### src/rtl/regfile_writeback.sv
// -----------------------------------------------------------------------------
// regfile_writeback
//
// Purpose:
//   Drives the single write port of the 32x32-bit register file. Two result
//   sources are merged into at most one write per cycle:
//     - the single-cycle ALU result path (priority), and
//     - a variable-latency load return path, buffered in a circular FIFO.
//   Writes to R0 are dropped. A starvation counter ("age") bounds how long the
//   FIFO head may lose to the ALU; once it saturates the ALU is held off for
//   one cycle so the head is written.
//
// Parameters:
//   DEPTH         load FIFO entries (power of two, >= 2)
//   STARVE_LIMIT  cycles a FIFO head may lose to the ALU before the ALU stalls
//
// Ports:
//   clock                 rising-edge clock
//   reset                 synchronous, active-high reset
//   alu_valid/alu_ready   ALU result handshake; alu_reg/alu_data = payload
//   mem_valid/mem_ready   load return handshake; mem_reg/mem_data = payload
//   RegWrite              registered register-file write enable (1-cycle pulse)
//   WriteReg/WriteData    registered write address/data (hold when idle)
//   fifo_count            current load FIFO occupancy
//   query_reg1/2          hazard query addresses
//   busy1/busy2           write pending to query_reg1/2
//
// Optional feature:
//   REGFILE_WB_SCOREBOARD_EN - when defined, busy1/busy2 report whether a write
//   to the queried register is still buffered in the FIFO or is on the write
//   port this cycle. When undefined, busy1/busy2 are tied low.
// -----------------------------------------------------------------------------
module regfile_writeback #(
    parameter int DEPTH        = 4,
    parameter int STARVE_LIMIT = 3
) (
    input  logic                     clock,
    input  logic                     reset,
    input  logic                     alu_valid,
    output logic                     alu_ready,
    input  logic [4:0]               alu_reg,
    input  logic [31:0]              alu_data,
    input  logic                     mem_valid,
    output logic                     mem_ready,
    input  logic [4:0]               mem_reg,
    input  logic [31:0]              mem_data,
    output logic                     RegWrite,
    output logic [4:0]               WriteReg,
    output logic [31:0]              WriteData,
    output logic [$clog2(DEPTH):0]   fifo_count,
    input  logic [4:0]               query_reg1,
    input  logic [4:0]               query_reg2,
    output logic                     busy1,
    output logic                     busy2
);

    localparam int AW = $clog2(DEPTH);
    localparam int CW = AW + 1;
    localparam int GW = $clog2(STARVE_LIMIT + 1);

    localparam logic [CW-1:0] DEPTH_C   = CW'(DEPTH);
    localparam logic [CW-1:0] CNT_ZERO  = CW'(0);
    localparam logic [CW-1:0] CNT_ONE   = CW'(1);
    localparam logic [AW-1:0] PTR_ZERO  = AW'(0);
    localparam logic [AW-1:0] PTR_ONE   = AW'(1);
    localparam logic [GW-1:0] AGE_ZERO  = GW'(0);
    localparam logic [GW-1:0] AGE_ONE   = GW'(1);
    localparam logic [GW-1:0] AGE_LIMIT = GW'(STARVE_LIMIT);

    // ------------------------------------------------------------------
    // State
    // ------------------------------------------------------------------
    logic [4:0]    reg_mem_q  [DEPTH];
    logic [31:0]   data_mem_q [DEPTH];
    logic [AW-1:0] wr_ptr_q, wr_ptr_d;
    logic [AW-1:0] rd_ptr_q, rd_ptr_d;
    logic [CW-1:0] count_q, count_d;
    logic [GW-1:0] age_q, age_d;
    logic          reg_write_q, reg_write_d;
    logic [4:0]    write_reg_q, write_reg_d;
    logic [31:0]   write_data_q, write_data_d;

    // ------------------------------------------------------------------
    // Combinational handshake / arbitration signals
    // ------------------------------------------------------------------
    logic          fifo_empty_s;
    logic          mem_ready_s;
    logic          alu_ready_s;
    logic          alu_fire_s;
    logic          alu_write_s;
    logic          push_s;
    logic          pop_s;
    logic [4:0]    head_reg_s;
    logic [31:0]   head_data_s;

    // Handshakes and the single-write arbitration decision for this cycle.
    always_comb begin
        fifo_empty_s = (count_q == CNT_ZERO);
        mem_ready_s  = !reset && (count_q < DEPTH_C);
        // Once the head has waited STARVE_LIMIT cycles the ALU is held off.
        alu_ready_s  = !reset && (age_q < AGE_LIMIT);
        alu_fire_s   = alu_valid && alu_ready_s;
        // An accepted ALU result to R0 is consumed silently and leaves the
        // write port free, so the FIFO head can still pop in that cycle.
        alu_write_s  = alu_fire_s && (alu_reg != 5'd0);
        // Loads to R0 complete their handshake but never occupy a slot.
        push_s       = mem_valid && mem_ready_s && (mem_reg != 5'd0);
        pop_s        = !fifo_empty_s && !alu_write_s;
        head_reg_s   = reg_mem_q[rd_ptr_q];
        head_data_s  = data_mem_q[rd_ptr_q];
    end

    // FIFO pointer, occupancy and starvation-age next state.
    always_comb begin
        wr_ptr_d = wr_ptr_q;
        rd_ptr_d = rd_ptr_q;
        count_d  = count_q;
        age_d    = age_q;

        if (push_s) begin
            wr_ptr_d = wr_ptr_q + PTR_ONE;
        end else begin
            wr_ptr_d = wr_ptr_q;
        end

        if (pop_s) begin
            rd_ptr_d = rd_ptr_q + PTR_ONE;
        end else begin
            rd_ptr_d = rd_ptr_q;
        end

        // Simultaneous push and pop leaves the occupancy unchanged.
        if (push_s && !pop_s) begin
            count_d = count_q + CNT_ONE;
        end else if (pop_s && !push_s) begin
            count_d = count_q - CNT_ONE;
        end else begin
            count_d = count_q;
        end

        // Age tracks how long the current head has been passed over; it is
        // judged on the occupancy before this cycle's push.
        if (fifo_empty_s || pop_s) begin
            age_d = AGE_ZERO;
        end else if (age_q < AGE_LIMIT) begin
            age_d = age_q + AGE_ONE;
        end else begin
            age_d = age_q;
        end
    end

    // Write-port next state: ALU has priority, otherwise the popped FIFO head.
    always_comb begin
        reg_write_d  = 1'b0;
        write_reg_d  = write_reg_q;
        write_data_d = write_data_q;

        if (alu_write_s) begin
            reg_write_d  = 1'b1;
            write_reg_d  = alu_reg;
            write_data_d = alu_data;
        end else if (pop_s) begin
            reg_write_d  = 1'b1;
            write_reg_d  = head_reg_s;
            write_data_d = head_data_s;
        end else begin
            // Address and data hold their last value while no write occurs.
            reg_write_d  = 1'b0;
            write_reg_d  = write_reg_q;
            write_data_d = write_data_q;
        end
    end

    // Control and write-port registers with synchronous reset.
    always_ff @(posedge clock) begin
        if (reset) begin
            wr_ptr_q     <= PTR_ZERO;
            rd_ptr_q     <= PTR_ZERO;
            count_q      <= CNT_ZERO;
            age_q        <= AGE_ZERO;
            reg_write_q  <= 1'b0;
            write_reg_q  <= 5'd0;
            write_data_q <= 32'd0;
        end else begin
            wr_ptr_q     <= wr_ptr_d;
            rd_ptr_q     <= rd_ptr_d;
            count_q      <= count_d;
            age_q        <= age_d;
            reg_write_q  <= reg_write_d;
            write_reg_q  <= write_reg_d;
            write_data_q <= write_data_d;
        end
    end

    // FIFO storage; cleared on reset so no stale entry is ever observable.
    always_ff @(posedge clock) begin
        if (reset) begin
            for (int i = 0; i < DEPTH; i++) begin
                reg_mem_q[i]  <= 5'd0;
                data_mem_q[i] <= 32'd0;
            end
        end else if (push_s) begin
            reg_mem_q[wr_ptr_q]  <= mem_reg;
            data_mem_q[wr_ptr_q] <= mem_data;
        end else begin
            reg_mem_q[wr_ptr_q]  <= reg_mem_q[wr_ptr_q];
            data_mem_q[wr_ptr_q] <= data_mem_q[wr_ptr_q];
        end
    end

    // ------------------------------------------------------------------
    // Outputs
    // ------------------------------------------------------------------
    assign alu_ready  = alu_ready_s;
    assign mem_ready  = mem_ready_s;
    assign RegWrite   = reg_write_q;
    assign WriteReg   = write_reg_q;
    assign WriteData  = write_data_q;
    assign fifo_count = count_q;

`ifdef REGFILE_WB_SCOREBOARD_EN
    // ------------------------------------------------------------------
    // Pending-write scoreboard
    // ------------------------------------------------------------------
    logic [DEPTH-1:0] entry_valid_s;
    logic             busy1_s;
    logic             busy2_s;

    // Distance of a storage slot from the head, modulo DEPTH.
    function automatic logic [AW-1:0] ring_offset(input logic [AW-1:0] idx,
                                                  input logic [AW-1:0] base);
        return idx - base;
    endfunction

    // A query matches a live FIFO entry or the write currently on the port.
    function automatic logic pending_match(input logic [4:0] query);
        logic hit;
        hit = reg_write_q && (write_reg_q == query);
        for (int i = 0; i < DEPTH; i++) begin
            hit = hit | (entry_valid_s[i] && (reg_mem_q[i] == query));
        end
        return (query != 5'd0) && hit;
    endfunction

    // Mark slots holding live entries: those within 'count' places of the head.
    always_comb begin
        entry_valid_s = {DEPTH{1'b0}};
        for (int i = 0; i < DEPTH; i++) begin
            entry_valid_s[i] = ({1'b0, ring_offset(AW'(i), rd_ptr_q)} < count_q);
        end
    end

    // Hazard lookup for both query ports.
    always_comb begin
        busy1_s = pending_match(query_reg1);
        busy2_s = pending_match(query_reg2);
    end

    assign busy1 = busy1_s;
    assign busy2 = busy2_s;
`else
    // Scoreboard not built: query inputs are intentionally ignored.
    logic unused_query_s;
    assign unused_query_s = ^{query_reg1, query_reg2};
    assign busy1 = 1'b0;
    assign busy2 = 1'b0;
`endif

endmodule

### config.mk
export PLATFORM = sky130hd
export DESIGN_NAME = regfile_writeback
export DESIGN_NICKNAME = d
export VERILOG_FILES = /design/src/rtl/regfile_writeback.sv
export SDC_FILE = /design/constraint.sdc
export NUM_CORES = 1
export LEC_CHECK = 0
export CAP_MARGIN = 20
export CORE_ASPECT_RATIO = 0.7
export CORE_MARGIN = 2
export CORE_UTILIZATION = 25
export CTS_CLUSTER_DIAMETER = 120
export DETAILED_ROUTE_END_ITERATION = 6
export SLEW_MARGIN = 25
export SYNTH_ARGS = -nofsm -noshare
export SYNTH_HDL_FRONTEND = slang
export SYNTH_SLANG_ARGS = --single-unit
### constraint.sdc
create_clock -name clock -period 2.25 [get_ports clock]
set_input_delay 0.225 -clock clock [delete_from_list [all_inputs] [get_ports clock]]
set_output_delay 0.225 -clock clock [all_outputs]
set_load 0.1 [all_outputs]
# After elaboration in Yosys (flattened, before gate mapping)
# Memory sizes are Yosys's and may differ from the RTL's. A register that Yosys moved wholly into a read port is not among the register bits.
# Index checks and enable logic that the tools add are counted.
# Widths: inputs -> output; s select.
dict set report op_classes {
  addsub 5
  multipliers 0
  div_mod_pow 0
  magnitude_cmp 2
  n_eq_ne 1
  shifts 0
  muxes 28
  n_bitwise 2
  reduce_logical 24
}
# cell count
set op_table {}
lappend op_table {{$mux 32} 4}
lappend op_table {{$reduce_or 32->1} 1}
lappend op_table {{$mux 5} 4}
lappend op_table {{$mux 1} 12}
lappend op_table {{$mux 2} 6}
lappend op_table {{$reduce_bool 5->1} 2}
lappend op_table {{$logic_and 1x1->1} 9}
lappend op_table {{$add 2x1->2 const B} 3}
lappend op_table {{$mux 3} 2}
lappend op_table {{$logic_not 1->1} 5}
lappend op_table {{$reduce_or 5->1} 1}
lappend op_table {{$reduce_bool 2->1} 2}
lappend op_table {{$add 3x1->3 const B} 1}
lappend op_table {{$logic_not 3->1} 1}
lappend op_table {{$lt 3x3->1 const B} 1}
lappend op_table {{$sub 3x1->3 const B} 1}
lappend op_table {{$lt 2x2->1 const B} 1}
lappend op_table {{$or 1x1->1} 2}
lappend op_table {{$reduce_and 2->1} 1}
lappend op_table {{$reduce_or 2->1} 1}
lappend op_table {{$logic_or 1x1->1} 1}
lappend op_table {{$ne 0x0->1} 1}
dict set report totals {
  register_bits 47
  latch_bits 0
  ramBits 148
  mem_bits_ro 0
  word_cells 71
  n_memories 2
}
# memory words word_bits read_ports rd_ports_with_merged_regs wr line
set memory_table {}
lappend memory_table {data_mem_q 4 32 1 1 4 74} ;# logic [31:0] data_mem_q [DEPTH];
lappend memory_table {reg_mem_q 4 5 1 1 4 73} ;# logic [4:0] reg_mem_q [DEPTH];

# Depth between registers and ports, before layout
# Gate-level depths: netlist of run 1.
dict set report logic_depth {
  word_depth 11
  ltp_mapped 11
  mapped_depth_nobuf 10
}

# Worst setup path after synthesis of run 1
# No wires, ideal clock.
dict set report synth_path {
  kind {flip-flop to flip-flop}
  startpoint {register count_q[2], in the netlist fifo_count[2]}
  endpoint {register count_q[2], in the netlist fifo_count[2]}
  setup_ns 0.070
  arrival_ns 2.869
  required_ns 2.180
  slack_ns -0.689
  path_stages_with_launch 11
  path_buffers 2
  synth_period_minus_slack_ns 2.939
  path_cell_list {dfxtp_1 or3_1 clkbuf_1 clkbuf_1 nand2_1 ha_1 inv_1 fa_1 xor2_1 or3_1 a21oi_1}
}
dict set report synth_between {
  elab_chain_cells 7
  elab_cells_between_ends 16
  cone_classes {add/sub (2); order compare (1); mux (2); reduce/logical (11)}
}
# element line
set synth_rtl {}
lappend synth_rtl {{start, declared} 77} ;# logic [CW-1:0] count_q, count_d;
lappend synth_rtl {{start signal, assigned} 187} ;# count_q <= count_d;
lappend synth_rtl {{$lt 3x3->1} 99} ;# mem_ready_s = !reset && (count_q < DEPTH_C);
lappend synth_rtl {{$logic_and 1x1->1} 99}
lappend synth_rtl {{$logic_and 1x1->1 (2 in series)} 107} ;# push_s = mem_valid && mem_ready_s && (mem_reg != 5'd0);
lappend synth_rtl {{$logic_not 1->1} 135} ;# end else if (pop_s && !push_s) begin
lappend synth_rtl {{$logic_and 1x1->1} 135}
lappend synth_rtl {{$reduce_bool 2->1 (no source line)} --}
# Several ways; a longest one is shown, not always the timed one. The select of a mux whose other input is x is not followed.
# A chain may end at the register's enable or synchronous reset.

# Worst setup path after layout of run 1
dict set report layout_path {
  startpoint {register age_q[0]}
  endpoint {register count_q[2], in the netlist fifo_count[2]}
}
dict set report layout_between {
  elab_chain_cells 9
  elab_cells_between_ends 11
  cone_classes {order compare (1); mux (1); reduce/logical (9)}
}
# element line
set layout_rtl {}
lappend layout_rtl {{start, declared} 78} ;# logic [GW-1:0] age_q, age_d;
lappend layout_rtl {{start signal, assigned} 188} ;# age_q <= age_d;
lappend layout_rtl {{$lt 2x2->1 *} 101} ;# alu_ready_s = !reset && (age_q < AGE_LIMIT);
lappend layout_rtl {{$logic_and 1x1->1 *} 101}
lappend layout_rtl {{$logic_and 1x1->1 *} 102} ;# alu_fire_s = alu_valid && alu_ready_s;
lappend layout_rtl {{$logic_and 1x1->1 *} 105} ;# alu_write_s = alu_fire_s && (alu_reg != 5'd0);
lappend layout_rtl {{$logic_not 1->1 *} 108} ;# pop_s = !fifo_empty_s && !alu_write_s;
lappend layout_rtl {{$logic_and 1x1->1 *} 108}
lappend layout_rtl {{$logic_not 1->1} 133} ;# if (push_s && !pop_s) begin
lappend layout_rtl {{$logic_and 1x1->1} 133}
lappend layout_rtl {{$mux 3 / $reduce_bool 2->1 (equally long branches)} --}
# Every way passes the cells marked *; elsewhere a longest branch is shown, timed or not.

==> results of run 1 <==
## layer usage
layer / wire length [um] / up-vias / track usage (%)
met5: 0 / - / 0
met4: 280 / 0 / 3.67
met3: 1120 / 21 / 2.96
met2: 10100 / 138 / 19.8
met1: 11500 / 2662 / 19.1
li1: - / 2539 / -
## cell usage after synthesis (all sizes together)
| cell type | number | area, um^2 |
|---|---|---|
| o21ai | 4 | 35.0 |
| and2 | 146 | 913 |
| nor4 | 1 | 6.26 |
| nand3 | 1 | 5.00 |
| xor2 | 3 | 26.3 |
| nor2 | 42 | 158 |
| edfxtp | 148 | 4440 |
| a211oi | 35 | 263 |
| o21a | 1 | 7.51 |
| or4 | 3 | 30.0 |
| a21oi | 41 | 205 |
| or2 | 4 | 25.0 |
| clkbuf | 23 | 87.6 |
| nor3b | 4 | 51.3 |
| a31o | 1 | 8.76 |
| mux2 | 2 | 22.5 |
| nand2b | 1 | 6.26 |
| dfxtp | 49 | 981 |
| mux4 | 37 | 833 |
| nor3 | 4 | 25.0 |
| ha | 2 | 25.0 |
| nand2 | 37 | 139 |
| xnor2 | 1 | 8.76 |
| fa | 1 | 20.0 |
| buf | 24 | 159 |
| o31ai | 1 | 7.51 |
| mux2i | 2 | 20.0 |
| or3 | 2 | 12.5 |
| inv | 4 | 15.0 |
| a22oi | 2 | 15.0 |
| conb | 1 | 3.75 |
## cell families (layout without fill, tap and decap cells)
logic type      after synthesis  after routing  synth area share [%]
compound gates               85             85                  6.33
flops                       197            197                  63.4
fa+ha+maj                     3              3                 0.526
other cells                   1              2                0.0438
xor+xnor                      4              4                 0.409
mux                          41             41                  10.2
simple gates                245            245                  16.0
buf+inv                      51            197                  3.05
## worst paths after layout
path,endpoint,cells past startpoint,start,slack (ns)
hold / removal,WriteReg[2]$_SDFFE_PP0P_,3,reset,0.31
hold reg to reg,flip-flop,2,rd_ptr_q[1]$_SDFFE_PP0P_,0.51
setup / recovery,fifo_count[2]$_SDFFE_PP0P_,10,age_q[0]$_SDFFE_PP0N_,0.11
setup reg to reg,fifo_count[2]$_SDFFE_PP0P_,10,age_q[0]$_SDFFE_PP0N_,0.11
## area by class of cell
cell class | instances | area [um^2]
Inverter | 4 | 15.0
Clock buffer | 25 | 549
Fill cell | 3304 | 22600
Tap cell | 435 | 544
Timing Repair Buffer | 161 | 1530
Clock inverter | 7 | 38.8
Sequential cell | 197 | 5440
Multi-Input combinational cell | 380 | 2950
## worst max-delay path, stage by stage (launching register included)
cell     delay, ns
dfxtp_1       0.33
ha_2          0.21
nor3b_4       0.23
o21ai_4       0.10
nand2_4       0.09
ha_4          0.13
inv_2         0.03
fa_2          0.34
xor2_1        0.16
or3_1         0.33
a21oi_2       0.12
## what timing repair did
item | 4_1_cts | 5_1_grt
buffers inserted | 0 | 0
gates resized for setup | 0 | 3
setup endpoints to repair | 0 | 1
## power groups by stage
| stage | registers [mW] | logic [mW] | clock network [mW] |
|---|---|---|---|
| 5_1_grt | 4.82 | 4.82 | 3.26 |
| 2_1_floorplan | 6.21 | 1.83 | 0 |
| 4_1_cts | 4.76 | 4.61 | 3.11 |
| 3_5_place_dp | 4.84 | 4.59 | 0 |
| 3_3_place_gp | 4.83 | 4.57 | 0 |
| 6_report | 4.75 | 4.56 | 3.05 |
## stage by stage
stage / hold slack (ns) / cell area, um^2 / utilization (%) / power (mW) / std cells
final: 0.311 / 11100 / 32.9 / 12.4 / 1209
after global routing: 0.326 / 11100 / 32.9 / 12.9 / 1209
after CTS: 0.278 / 11100 / 32.9 / 12.5 / 1209
after detailed placement: 0.471 / 10500 / 31.1 / 9.43 / 1177
after global placement: 0.457 / 10500 / 31.1 / 9.40 / 1177
after floorplan: 0.385 / 8620 / - / 8.04 / 628
## registers in the layout, indices dropped and copies added, names as in the netlist, named ones only
signal and count:
data_mem_q 128, wr_ptr_q 2, WriteReg 5, reg_mem_q 20, RegWrite 1, fifo_count 3
age_q 2, rd_ptr_q 2, WriteData 32
==> flow_summary_export.csv, run 1 <==
group,metric,value,unit
clock_tree,numCtsBuffers,17,
finish,final_common_cell,"edfxtp_1",
worst_setup_path,cp.required,2.62,ns
routing,wl,23000,um
placement,dpl.hpwl,15300,um
sta,rsz0062_at_grt,"false",
worst_hold_path,hp-class,"in -> reg",
clock_tree,htree_levels,4,
yosys,syn_area_per_cell,13.7,um^2
yosys,seq_area_frac_synth,63.4,%
clock_tree,cts_tree,"yes",
routing,vias,5360,
run_status,status,"complete, no violations",
clock_tree,clock_latency,0.44,ns
routing,detail_route.vias_per_cell,4.43,
worst_setup_path,crit_type,"reg -> reg",
die,ios,133,
clock_tree,cts_max_path_buffers,2,
sta,setup_viol,0,
finish,antennaDiodeCount,0,
grt,grt-ovfl-total,0,
grt,grt_max_degree,39,
sta,finClkSkew,0.0123,ns
worst_setup_path,cp.arrival,2.51,ns
grt,grt_use_total,13.2,%
power,pwr-share-clk,24.7,%
power,seq_power_share,38.5,%
yosys,syn_inst,627,
die,die_area,35800,um^2
yosys,synth_warnings,0,
grt,grt_pass1_wl,34900,um
die,core,33600,um^2
power,peakVddDrop,0.606,mV
sta,finalWorstSetupSlack,0.110,ns
sta,tightest_slew,0.500,ns
yosys,ys_ff_latch,197,
power,p_per_area,1120,nW/um^2
finish,layout-drive-gt1-share,23.5,%
power,combinationalPowerShare,36.9,%
clock_tree,clk_pin_slew,0.07,ns
die,die_h,159,um
die,die_w,225,um
grt,grt_pass1_vias,5511,
power,p_leak,4.05,nW
sta,fmax,0.467,GHz
routing,wl_per_cell,19.0,um
routing,drcViolationCount,0,
grt,antenna_found_initial,0,
sta,maxSlewHeadroom,66.6,%
yosys,syn-cell-area,8560,um^2
sta,setup_tns,0,ns
routing,dr.pass1.iters,5,
job,max_cap_viol_count,0,
finish,final_nets,852,
finish,final_cell_mix,"edfxtp_1 (148), and2_1 (146), clkdlybuf4s50_1 (76)",
power,p_sw,4.71,mW
routing,first_iter_violations,390,
finish,area_growth,29.3,%
power,swShare,38.1,%
sta,period_minus_slack,2.14,ns
die,num_rows,56,
worst_setup_path,path_max_fanout,2,
sta,final-hold-violation-count,0,
placement,dp_worst_setup_slack,-0.331,ns
sta,finalCritPeriodShare,95.1,%
routing,ant_nets,0,
placement,port_buffers,120,
die,start_util,25.5,%
sta,slew_violations,0,
clock_tree,cts.sinks,197,
clock_tree,cts-root-buf,"clkbuf_16",
worst_setup_path,start_kind,"flip-flop",
power,internal_power,7.64,mW
worst_setup_path,end_kind,"flip-flop",
placement,gp_congestion,0.703,
yosys,yosysUniqueCellTypes,44,
clock_tree,hold_buffers,0,
No activity file was read; power rests on OpenSTA's default activity.
==> inputs of run 2 (changes only) <==
- CAP_MARGIN: 20 -> 10
==> results of run 2 <==
Final layout, timing and power as in run 1 (identical DEF).
